===== src/rtl/uart_rx_cfg.sv =====
// Parametrised UART receiver: 3-sample majority vote per bit, parity/framing checks,
// one-entry valid/ready holding register. Define UART_RX_BREAK_DETECT_EN for break detection.
module uart_rx_cfg #(
    parameter int CLK_FREQ  = 100_000_000,
    parameter int BAUD_RATE = 115200,
    parameter int DATA_BITS = 8,
    parameter int PARITY    = 0,
    parameter int STOP_BITS = 1
) (
    input  logic                 clk,
    input  logic                 rst,
    input  logic                 rx,
    output logic [DATA_BITS-1:0] m_data,
    output logic                 m_valid,
    input  logic                 m_ready,
    output logic                 m_frame_err,
    output logic                 m_parity_err,
    output logic                 overrun,
    output logic                 break_det,
    output logic                 busy
);

    localparam int CLKS_PER_BIT = CLK_FREQ / BAUD_RATE;
    localparam int MID          = CLKS_PER_BIT / 2;
    localparam int CCW          = $clog2(CLKS_PER_BIT + 1);
    localparam int BCW          = $clog2(DATA_BITS);
    localparam logic [CCW-1:0] CC_LAST = CCW'(CLKS_PER_BIT - 1);
    localparam logic [CCW-1:0] CC_S0   = CCW'(MID - 1);
    localparam logic [CCW-1:0] CC_S1   = CCW'(MID);
    localparam logic [CCW-1:0] CC_S2   = CCW'(MID + 1);
    localparam logic [BCW-1:0] BIT_LAST  = BCW'(DATA_BITS - 1);
    localparam logic [BCW-1:0] STOP_LAST = BCW'(STOP_BITS - 1);

    typedef enum logic [2:0] {
        S_IDLE   = 3'd0,
        S_START  = 3'd1,
        S_DATA   = 3'd2,
        S_PARITY = 3'd3,
        S_STOP   = 3'd4
`ifdef UART_RX_BREAK_DETECT_EN
        , S_BRK_WAIT = 3'd5
`endif
    } state_t;

    function automatic logic parity_bad(input logic [DATA_BITS-1:0] d, input logic pb);
        logic x;
        x = (^d) ^ pb;
        if (PARITY == 1)      return ~x;
        else if (PARITY == 2) return x;
        else                  return 1'b0;
    endfunction

    state_t                 state_q, state_d;
    logic                   sync1_q, rs_q;
    logic [CCW-1:0]         cc_q, cc_d;
    logic [BCW-1:0]         bit_q, bit_d;
    logic [DATA_BITS-1:0]   shift_q, shift_d;
    logic [1:0]             samp_q, samp_d;
    logic                   par_bit_q, par_bit_d;
    logic                   ferr_q, ferr_d;
    logic [DATA_BITS-1:0]   m_data_q;
    logic                   m_valid_q, m_ferr_q, m_perr_q, overrun_q, break_q, busy_q;
    logic                   vote_s, at_vote_s, cell_end_s, push_s, brk_s;

    assign vote_s     = (samp_q[0] & samp_q[1]) | (samp_q[0] & rs_q) | (samp_q[1] & rs_q);
    assign at_vote_s  = (cc_q == CC_S2);
    assign cell_end_s = (cc_q == CC_LAST);

    // Synchroniser, bit-timing and frame state registers
    always_ff @(posedge clk) begin
        if (rst) begin
            sync1_q   <= 1'b1;
            rs_q      <= 1'b1;
            state_q   <= S_IDLE;
            cc_q      <= '0;
            bit_q     <= '0;
            shift_q   <= '0;
            samp_q    <= 2'b00;
            par_bit_q <= 1'b0;
            ferr_q    <= 1'b0;
        end else begin
            sync1_q   <= rx;
            rs_q      <= sync1_q;
            state_q   <= state_d;
            cc_q      <= cc_d;
            bit_q     <= bit_d;
            shift_q   <= shift_d;
            samp_q    <= samp_d;
            par_bit_q <= par_bit_d;
            ferr_q    <= ferr_d;
        end
    end

    // Next-state logic: samples at MID-1/MID are stored, the vote uses the live sample at MID+1
    always_comb begin
        state_d   = state_q;
        cc_d      = cc_q;
        bit_d     = bit_q;
        shift_d   = shift_q;
        samp_d    = samp_q;
        par_bit_d = par_bit_q;
        ferr_d    = ferr_q;
        push_s    = 1'b0;
        brk_s     = 1'b0;
        if (cc_q == CC_S0)      samp_d[0] = rs_q;
        else if (cc_q == CC_S1) samp_d[1] = rs_q;
        else                    samp_d    = samp_q;
        case (state_q)
            S_IDLE: begin
                cc_d = '0;
                if (!rs_q) begin
                    state_d   = S_START;
                    cc_d      = CCW'(1);
                    bit_d     = '0;
                    ferr_d    = 1'b0;
                    par_bit_d = 1'b0;
                end else begin
                    state_d = S_IDLE;
                end
            end
            S_START: begin
                if (at_vote_s && vote_s) begin
                    state_d = S_IDLE;
                    cc_d    = '0;
                end else if (cell_end_s) begin
                    state_d = S_DATA;
                    cc_d    = '0;
                    bit_d   = '0;
                end else begin
                    cc_d = cc_q + CCW'(1);
                end
            end
            S_DATA: begin
                if (at_vote_s) shift_d = {vote_s, shift_q[DATA_BITS-1:1]};
                else           shift_d = shift_q;
                if (cell_end_s) begin
                    cc_d = '0;
                    if (bit_q == BIT_LAST) begin
                        bit_d   = '0;
                        state_d = (PARITY != 0) ? S_PARITY : S_STOP;
                    end else begin
                        bit_d = bit_q + BCW'(1);
                    end
                end else begin
                    cc_d = cc_q + CCW'(1);
                end
            end
            S_PARITY: begin
                if (at_vote_s) par_bit_d = vote_s;
                else           par_bit_d = par_bit_q;
                if (cell_end_s) begin
                    cc_d    = '0;
                    bit_d   = '0;
                    state_d = S_STOP;
                end else begin
                    cc_d = cc_q + CCW'(1);
                end
            end
            S_STOP: begin
                if (at_vote_s) begin
                    ferr_d = ferr_q | ~vote_s;
`ifdef UART_RX_BREAK_DETECT_EN
                    if (bit_q == '0 && shift_q == '0 && !par_bit_q && !vote_s) begin
                        brk_s   = 1'b1;
                        state_d = S_BRK_WAIT;
                        cc_d    = '0;
                    end else
`endif
                    if (bit_q == STOP_LAST) begin
                        push_s  = 1'b1;
                        state_d = S_IDLE;
                        cc_d    = '0;
                    end else begin
                        cc_d = cc_q + CCW'(1);
                    end
                end else if (cell_end_s) begin
                    cc_d  = '0;
                    bit_d = bit_q + BCW'(1);
                end else begin
                    cc_d = cc_q + CCW'(1);
                end
            end
`ifdef UART_RX_BREAK_DETECT_EN
            // Leave only after a full bit time of continuous idle line
            S_BRK_WAIT: begin
                if (!rs_q) begin
                    cc_d = '0;
                end else if (cell_end_s) begin
                    state_d = S_IDLE;
                    cc_d    = '0;
                end else begin
                    cc_d = cc_q + CCW'(1);
                end
            end
`endif
            default: begin
                state_d = S_IDLE;
                cc_d    = '0;
            end
        endcase
    end

    // Holding register: a push while the old word is still pending is dropped as overrun
    always_ff @(posedge clk) begin
        if (rst) begin
            m_data_q  <= '0;
            m_valid_q <= 1'b0;
            m_ferr_q  <= 1'b0;
            m_perr_q  <= 1'b0;
            overrun_q <= 1'b0;
            break_q   <= 1'b0;
            busy_q    <= 1'b0;
        end else begin
            overrun_q <= 1'b0;
            break_q   <= brk_s;
            busy_q    <= (state_d != S_IDLE);
            if (push_s) begin
                if (!m_valid_q || m_ready) begin
                    m_data_q  <= shift_q;
                    m_ferr_q  <= ferr_q | ~vote_s;
                    m_perr_q  <= parity_bad(shift_q, par_bit_q);
                    m_valid_q <= 1'b1;
                end else begin
                    overrun_q <= 1'b1;
                end
            end else if (m_valid_q && m_ready) begin
                m_valid_q <= 1'b0;
            end else begin
                m_valid_q <= m_valid_q;
            end
        end
    end

    assign m_data       = m_data_q;
    assign m_valid      = m_valid_q;
    assign m_frame_err  = m_ferr_q;
    assign m_parity_err = m_perr_q;
    assign overrun      = overrun_q;
    assign break_det    = break_q;
    assign busy         = busy_q;

endmodule


===== config.mk =====
export PLATFORM = sky130hd
export DESIGN_NAME = uart_rx_cfg
export DESIGN_NICKNAME = d
export VERILOG_FILES = /design/src/rtl/uart_rx_cfg.sv
export SDC_FILE = /design/constraint.sdc
export NUM_CORES = 1
export LEC_CHECK = 0
export CAP_MARGIN = 20
export CELL_PAD_IN_SITES_DETAIL_PLACEMENT = 1
export CELL_PAD_IN_SITES_GLOBAL_PLACEMENT = 1
export CORE_ASPECT_RATIO = 1.75
export CORE_UTILIZATION = 25
export CTS_CLUSTER_SIZE = 30
export DETAILED_ROUTE_END_ITERATION = 10
export PLACE_DENSITY = 0.47
export SLEW_MARGIN = 20
export SYNTH_ARGS = -nofsm -noshare
export SYNTH_HDL_FRONTEND = slang
export SYNTH_SLANG_ARGS = --single-unit
export TNS_END_PERCENT = 100

===== constraint.sdc =====
create_clock -name clk -period 6.2 [get_ports clk]
set_clock_uncertainty 0.15 [all_clocks]
set_input_delay 1.86 -clock clk [delete_from_list [all_inputs] [get_ports clk]]
set_output_delay 1.86 -clock clk [all_outputs]
set_load 0.01 [all_outputs]

## After elaboration in Yosys (flattened, before gate mapping)

Index checks and enable logic that the tools add are counted.

- Flip-flop bits (word level): 41
- Input bits: 4
- Output and inout port bits: 14

- Add/subtract/negate cells: 2
- Eq/ne operators: 16
- Multiplexer cells: 33
- Bitwise operators: 9
- Reductions and logical operators: 18

Operators by type and width:

| cell | number |
|---|---|
| $mux W3 | 14 |
| $mux W10 | 4 |
| $pmux W10 S4 | 1 |
| $eq A10 B9 Y1 const B | 3 |
| $pmux W3 S5 | 2 |
| $ne A2 B2 Y1 const B | 6 |
| $mux W1 | 11 |
| $add A10 B1 Y10 const B | 1 |
| $eq A10 B10 Y1 const B | 1 |
| $reduce_and A2 Y1 | 4 |
| $eq A3 B2 Y1 const B | 2 |
| $eq A3 B3 Y1 const B | 2 |
| $logic_not A3 Y1 | 2 |
| $reduce_and A6 Y1 | 1 |
| $reduce_bool A5 Y1 | 1 |
| $reduce_bool A2 Y1 | 2 |
| $reduce_or A2 Y1 | 2 |
| $add A3 B1 Y3 const B | 1 |
| $and A1 B1 Y1 | 3 |
| $eq A3 B1 Y1 const B | 1 |
| $not A1 Y1 | 3 |
| $or A1 B1 Y1 | 3 |
| $reduce_and A3 Y1 | 1 |
| $reduce_bool A3 Y1 | 1 |
| 5 further kinds | 6 |

## Logic depth before layout (Yosys ltp)

Gate-level depths: netlist of run 1.

- Depth after elaboration: 7
- Depth in mapped cells: 7

## Least setup slack after synthesis of run 1

No wires, ideal clock.

- Path type: input port to flip-flop
- Start: input port rst
- End: register cc_q[0]
- Arrival: 2,678 ps
- Path slack: 3,293 ps
- Cell stages on the path: 4
- Path buffers: 0
- Path through: or3b_1 -> a21oi_1 -> a21oi_2 -> o211ai_1

RTL lines:

| what | RTL line | source |
|---|---|---|
| start, declared | 11 | `input logic rst,` |
| end signal, assigned | 75 | `cc_q <= '0;` |
| end signal, assigned | 85 | `cc_q <= cc_d;` |
| end, declared | 55 | `logic [CCW-1:0] cc_q, cc_d;` |

==> results.toml, run 1 <==
[drt]
drc = 0
drt_iter0_drc = 68
vias = 1670
wirelength_um = 5260
antenna_left = 0
vias_per_cell = 5.15
wire_per_inst_um = 16.2
firstDrtPassIters = 4

[cts]
clkTransAtPathRegs_ns = 0.06
clock_sinks = 41
cts_buffers = 5
insertion_delay_ns = 0.28
cts_tree = "yes"
htreeDepth = 2
post-cts-setup-buffers = 0
cts-root-buf = "clkbuf_16"
cts_resized = 0
cts_hold_buf = 0
cts_buffer_depth = 2

[pwr]
p_leak_nw = 0.843
cellPowerDensity_mw_per_mm2 = 255
pwr-share-seq_pct = 48.3
p_int_w = 0.000451
p_comb_share_pct = 8.5
ir_drop_v = 0.000104
power_frac_clock_pct = 43.2
sw_frac_of_total_pct = 24.4
p_switching_w = 0.000146

[sta]
rsz0062_at_grt = "false"
setup_violations = 0
maxSlewViolCount = 0
period_share_pct = 56.0
worstMarginPinSlew_ns = 0.955
setup_tns_ns = 0
max-slew-margin-rel_pct = 36.1
fmax_ghz = 0.288
min_period_ns = 3.47
hold_viol = 0

[synth]
async_reset_ff_share_pct = 0
ys_seq_area_share_pct = 40.7
ys_types = 49
syn_avg_cell_area_um2 = 8.87
ys.flop_type = "dfxtp_1"
synthesis.area_mm2 = 0.00201
ys_warn_count = 0
syn_inst = 227
synth-edff-count = 0
ys_ff_latch = 41

[worst_hold_path]
worstHoldEndpoint = "rs_q"
min_from = "sync1_q"
hp-class = "reg -> reg"
min_path_cells = 1

[floorplanning]
initial_utilization_pct = 25.6
fp.dieW_um = 69.9
core_area_mm2 = 0.00786
dieArea_mm2 = 0.00843
die-height_um = 121
ioPinCount = 18
placementRows = 43

[placement]
gp_congestion = 0.720
port-buffer-count = 15
dpl.cell_count = 317
hpwlAfterDp_um = 3800

[setup_path]
reg2reg_from = "cc_q[0]"
rr_worst_depth = 5
cp_max_fo = 32
worst-setup-path-type = "in -> reg"
r2r_slack_ns = 3.62
r2r_end = "m_data[1]"
critPathLaunchType = "primary input"
cp.arrival_ns = 3.47
crit_required_ns = 6.19
worst_setup_path_end_kind = "flip-flop"

[global_routing]
grt_max_degree = 33
grt_usage_pct = 13.7
grt_pass1_vias = 1719
antenna_found_initial = 0
overflow = 0
grt_pass1_wl_um = 8900

[cells_and_area]
drive_gt1_share_pct = 7.26
synthToLayoutAreaGrowth_pct = 16.2
finalNonFillerCells = 324
layout_commonest_cell = "dfxtp_1"
layout.nets = 244
n_antenna_cell = 0
final_cell_mix = "41 x dfxtp_1, 25 x a21oi_1, 16 x nor2_1"

[outcome]
status = "complete, no violations"

[job]
cap_violations = 0
## how the worst max path moves through the flow
| stage | startpoint | to | slack [ns] | cells after the start |
|---|---|---|---|---|
| final | rst | cc_q[1] | 2.73 | 6 |
| after global placement | rst | cc_q[1] | 2.41 | 6 |
| after detailed placement | rst | cc_q[1] | 2.35 | 6 |
| after floorplan | rst | cc_q[0] | 3.29 | 4 |
| after CTS | rst | cc_q[1] | 2.67 | 6 |
| after global routing | rst | cc_q[1] | 2.51 | 6 |
## final cells by class
type | instances | area, µm²
Fill cell | 911 | 5510
Multi-Input combinational cell | 162 | 1080
Sequential cell | 41 | 821
Timing Repair Buffer | 16 | 158
Clock buffer | 7 | 143
Tap cell | 90 | 113
Inverter | 8 | 30.0
## logic make-up (layout without fill, tap and decap cells)
logic type / Yosys count / after routing / synth area share (%)
flops: 41 / 41 / 40.7
fa+ha+maj: 7 / 7 / 4.22
mux: 11 / 11 / 5.71
other cells: 1 / 2 / 0.186
simple gates: 81 / 81 / 22.9
buf+inv: 25 / 31 / 5.96
xor+xnor: 8 / 8 / 3.48
compound gates: 53 / 53 / 16.8
## power by group through the flow
stage	Clock (W)	Sequential, W	Combinational (W)
floorplan	0	0.000286	0.0000411
global placement	0	0.000294	0.0000519
detailed placement	0	0.000294	0.0000527
CTS	0.000271	0.000288	0.0000527
global route	0.000279	0.000291	0.0000592
finish	0.000258	0.000289	0.0000509
## cells in the mapped netlist (2+ instances only)
cell type / count / area [µm²]
dfxtp_1: 41 / 821
a21oi_1: 25 / 125
nor2_1: 16 / 60.1
nand2_1: 13 / 48.8
nand4_1: 13 / 81.3
mux2i_1: 10 / 100
nand3_1: 9 / 45.0
inv_1: 8 / 30.0
o31ai_1: 8 / 60.1
buf_2: 6 / 30.0
clkbuf_1: 6 / 22.5
ha_1: 6 / 75.1
nor3_1: 5 / 25.0
nand2b_1: 4 / 25.0
o21ai_0: 4 / 20.0
xnor2_1: 4 / 35.0
xor2_1: 4 / 35.0
and3_1: 3 / 18.8
buf_4: 3 / 22.5
nor2b_1: 3 / 18.8
o211ai_1: 3 / 22.5
or3b_1: 3 / 26.3
a211oi_1: 2 / 15.0
or2_2: 2 / 12.5
or3_1: 2 / 12.5
## worst max-delay path, cell delays in order
cell	delay [ns]
clkdlybuf4s50_1	0.45
buf_4	0.32
or3b_1	0.19
a21oi_1	0.07
a21oi_2	0.43
a21oi_1	0.14
## per-stage QoR
step           util [%]  worst slack [ns]  cell area (µm²)  hold slack (ns)  total power, W
3_3_place_gp       28.0              2.41             2200            0.245        0.000346
6_report           29.8              2.73             2340            0.266        0.000597
3_5_place_dp       28.0              2.35             2200            0.252        0.000347
4_1_cts            29.8              2.67             2340            0.269        0.000612
2_1_floorplan         -              3.29             2020            0.239        0.000327
5_1_grt            29.8              2.51             2340            0.294        0.000629
## registers in the layout, indices dropped and copies added, names as in the netlist
signal       count
bit_q            3
busy             1
cc_q            10
ferr_q           1
m_data           8
m_frame_err      1
m_valid          1
overrun          1
rs_q             1
samp_q           2
shift_q          8
state_q          3
sync1_q          1
## layer usage
layer	global-route usage [%]	up-vias	part of all wire, %
li1	-	820	-
met1	14.5	824	41
met2	25.3	20	54
met3	2.83	6	2.0
met4	6.38	0	2.0
met5	0	-	0
(Power assumes the default switching activity.)
==> run 2, diff against run 1 <==
--- a/config.mk
+++ b/config.mk
@@ -12,7 +12,7 @@
 export CORE_UTILIZATION = 25
 export CTS_CLUSTER_SIZE = 30
 export DETAILED_ROUTE_END_ITERATION = 10
-export PLACE_DENSITY = 0.47
+export PLACE_DENSITY = 0.49
 export SLEW_MARGIN = 20
 export SYNTH_ARGS = -nofsm -noshare
 export SYNTH_HDL_FRONTEND = slang
==> constraint.sdc (replaced) <==
create_clock -name clk -period 2.9 [get_ports clk]
set_clock_uncertainty 0.15 [all_clocks]
set_input_delay 0.87 -clock clk [delete_from_list [all_inputs] [get_ports clk]]
set_output_delay 0.87 -clock clk [all_outputs]
set_load 0.01 [all_outputs]
==> run 2 against run 1 <==
  * Register-to-register slack got worse by 3.0 ns
  * Clock-buffer cell count unchanged
  * Sequential power increased by 110%
  * Critical path depth unchanged
  * First-iteration DRC count decreased by 29%
  * Die area unchanged
  * Critical path type is now reg -> reg
  * Sequential share of layout area decreased by 1.1 points
  * Design area increased by 3.2%
  * Worst hold slack got worse by 0.0078 ns
  * Routed wire length decreased by 0.27%
  * Highest routed layer unchanged
  * Via count increased by 0.96%
  * Sequential cell count unchanged
  * Critical endpoint is now bit_q[0]
==> results.toml, run 2 (synthesis gave the netlist of run 1 again) <==
[setup_path]
cp_max_fo = 6
critPathLaunchType = "flip-flop"
worst_setup_path_end_kind = "flip-flop"
r2r_end = "bit_q[0]"
reg2reg_from = "cc_q[1]"
worst-setup-path-type = "reg -> reg"
cp.arrival_ns = 2.32
rr_worst_depth = 6
crit_required_ns = 2.92
r2r_slack_ns = 0.60

[drt]
vias_per_cell = 5.09
wirelength_um = 5240
wire_per_inst_um = 15.8
vias = 1686
firstDrtPassIters = 3
drt_iter0_drc = 48
drc = 0
antenna_left = 0

[pwr]
cellPowerDensity_mw_per_mm2 = 574
p_leak_nw = 0.888
ir_drop_v = 0.000185

[sta]
min_period_ns = 2.30
maxSlewViolCount = 0
setup_violations = 0
worstMarginPinSlew_ns = 0.518
hold_viol = 0
rsz0062_at_grt = "false"
fmax_ghz = 0.435
max-slew-margin-rel_pct = 65.4
whs_ns = 0.258
period_share_pct = 79.3
setup_tns_ns = 0

[global_routing]
grt_usage_pct = 13.6
grt_pass1_wl_um = 9010
overflow = 0
grt_max_degree = 32
grt_pass1_vias = 1739
antenna_found_initial = 0

[cells_and_area]
final_design_area_no_fill_mm2 = 0.00242
top_register = "cc_q"
largest_register_ffs = 10
final_cell_mix = "41 x dfxtp_1, 25 x a21oi_1, 16 x nor2_1"
drive_gt1_share_pct = 9.96
layout.nets = 250
layout_commonest_cell = "dfxtp_1"
n_antenna_cell = 0
final_util_pct = 30.8
synthToLayoutAreaGrowth_pct = 19.9
fillers = 931

[placement]
hpwlAfterDp_um = 3830
port-buffer-count = 15
place_area_mm2 = 0.00224
gp_congestion = 0.683

[cts]
clkTransAtPathRegs_ns = 0.06
clock_sinks = 41
htreeDepth = 2
cts_buffer_depth = 2
cts-root-buf = "clkbuf_16"
insertion_delay_ns = 0.28
cts_buffers = 5
cts_resized = 0
cts_hold_buf = 0
cts_tree = "yes"
post-cts-setup-buffers = 0

[floorplanning]
dieArea_mm2 = 0.00843
core_area_mm2 = 0.00786
fp.dieW_um = 69.9
initial_utilization_pct = 25.6
placementRows = 43
ioPinCount = 18
die-height_um = 121

[worst_hold_path]
worstHoldEndpoint = "rs_q"
min_from = "sync1_q"
hp-class = "reg -> reg"
min_path_cells = 1

[job]
cap_violations = 0

[outcome]
status = "complete, no violations"
## run 2: how the worst max path moves through the flow
stage,endpoint,start,slack [ns],cells past startpoint
global placement,bit_q[0],rst,0.41,5
global route,bit_q[0],cc_q[1],0.42,6
finish,bit_q[0],cc_q[1],0.60,6
detailed placement,bit_q[0],rst,0.37,5
floorplan,bit_q[0],cc_q[0],0.93,5
CTS,bit_q[0],cc_q[1],0.54,6
## run 2: worst max-delay path: stages (launching register included)
cell	delay, ns
dfxtp_1	0.41
ha_1	0.32
nor3b_4	0.36
buf_4	0.19
nand3_2	0.14
o21a_1	0.29
mux2_4	0.32
## run 2: power breakdown
group	internal (W)	switching [W]	total [W]
sequential	0.000582	0.0000243	0.000607
clock	0.000430	0.000225	0.000656
combinational	0.0000519	0.0000739	0.000126
total	0.00106	0.000324	0.00139
## run 2: through the flow
stage / setup WS [ns] / total power [W] / cells
after floorplan: 0.931 / 0.000698 / 228
after global placement: 0.406 / 0.000746 / 323
after detailed placement: 0.369 / 0.000748 / 323
after CTS: 0.536 / 0.00142 / 331
after global routing: 0.424 / 0.00146 / 331
final: 0.602 / 0.00139 / 331
## run 2: cell type report
type                       count  area, µm²  share of cell area, %
inverter                       8       30.0                   1.24
clock inverter                 1       30.0                   1.24
clock buffer                   7        143                   5.90
tap                           90        113                   4.66
sequential                    41        821                   34.0
timing repair buffer          22        203                   8.39
multi-input combinational    162       1080                   44.6
## run 2: metal layers
metal	track usage (%)	part of all wire (%)	vias to the layer above
li1	-	-	839
met1	14.8	42	816
met2	25.0	54	21
met3	2.42	2.0	10
met4	6.13	2.5	0
met5	0	0	-
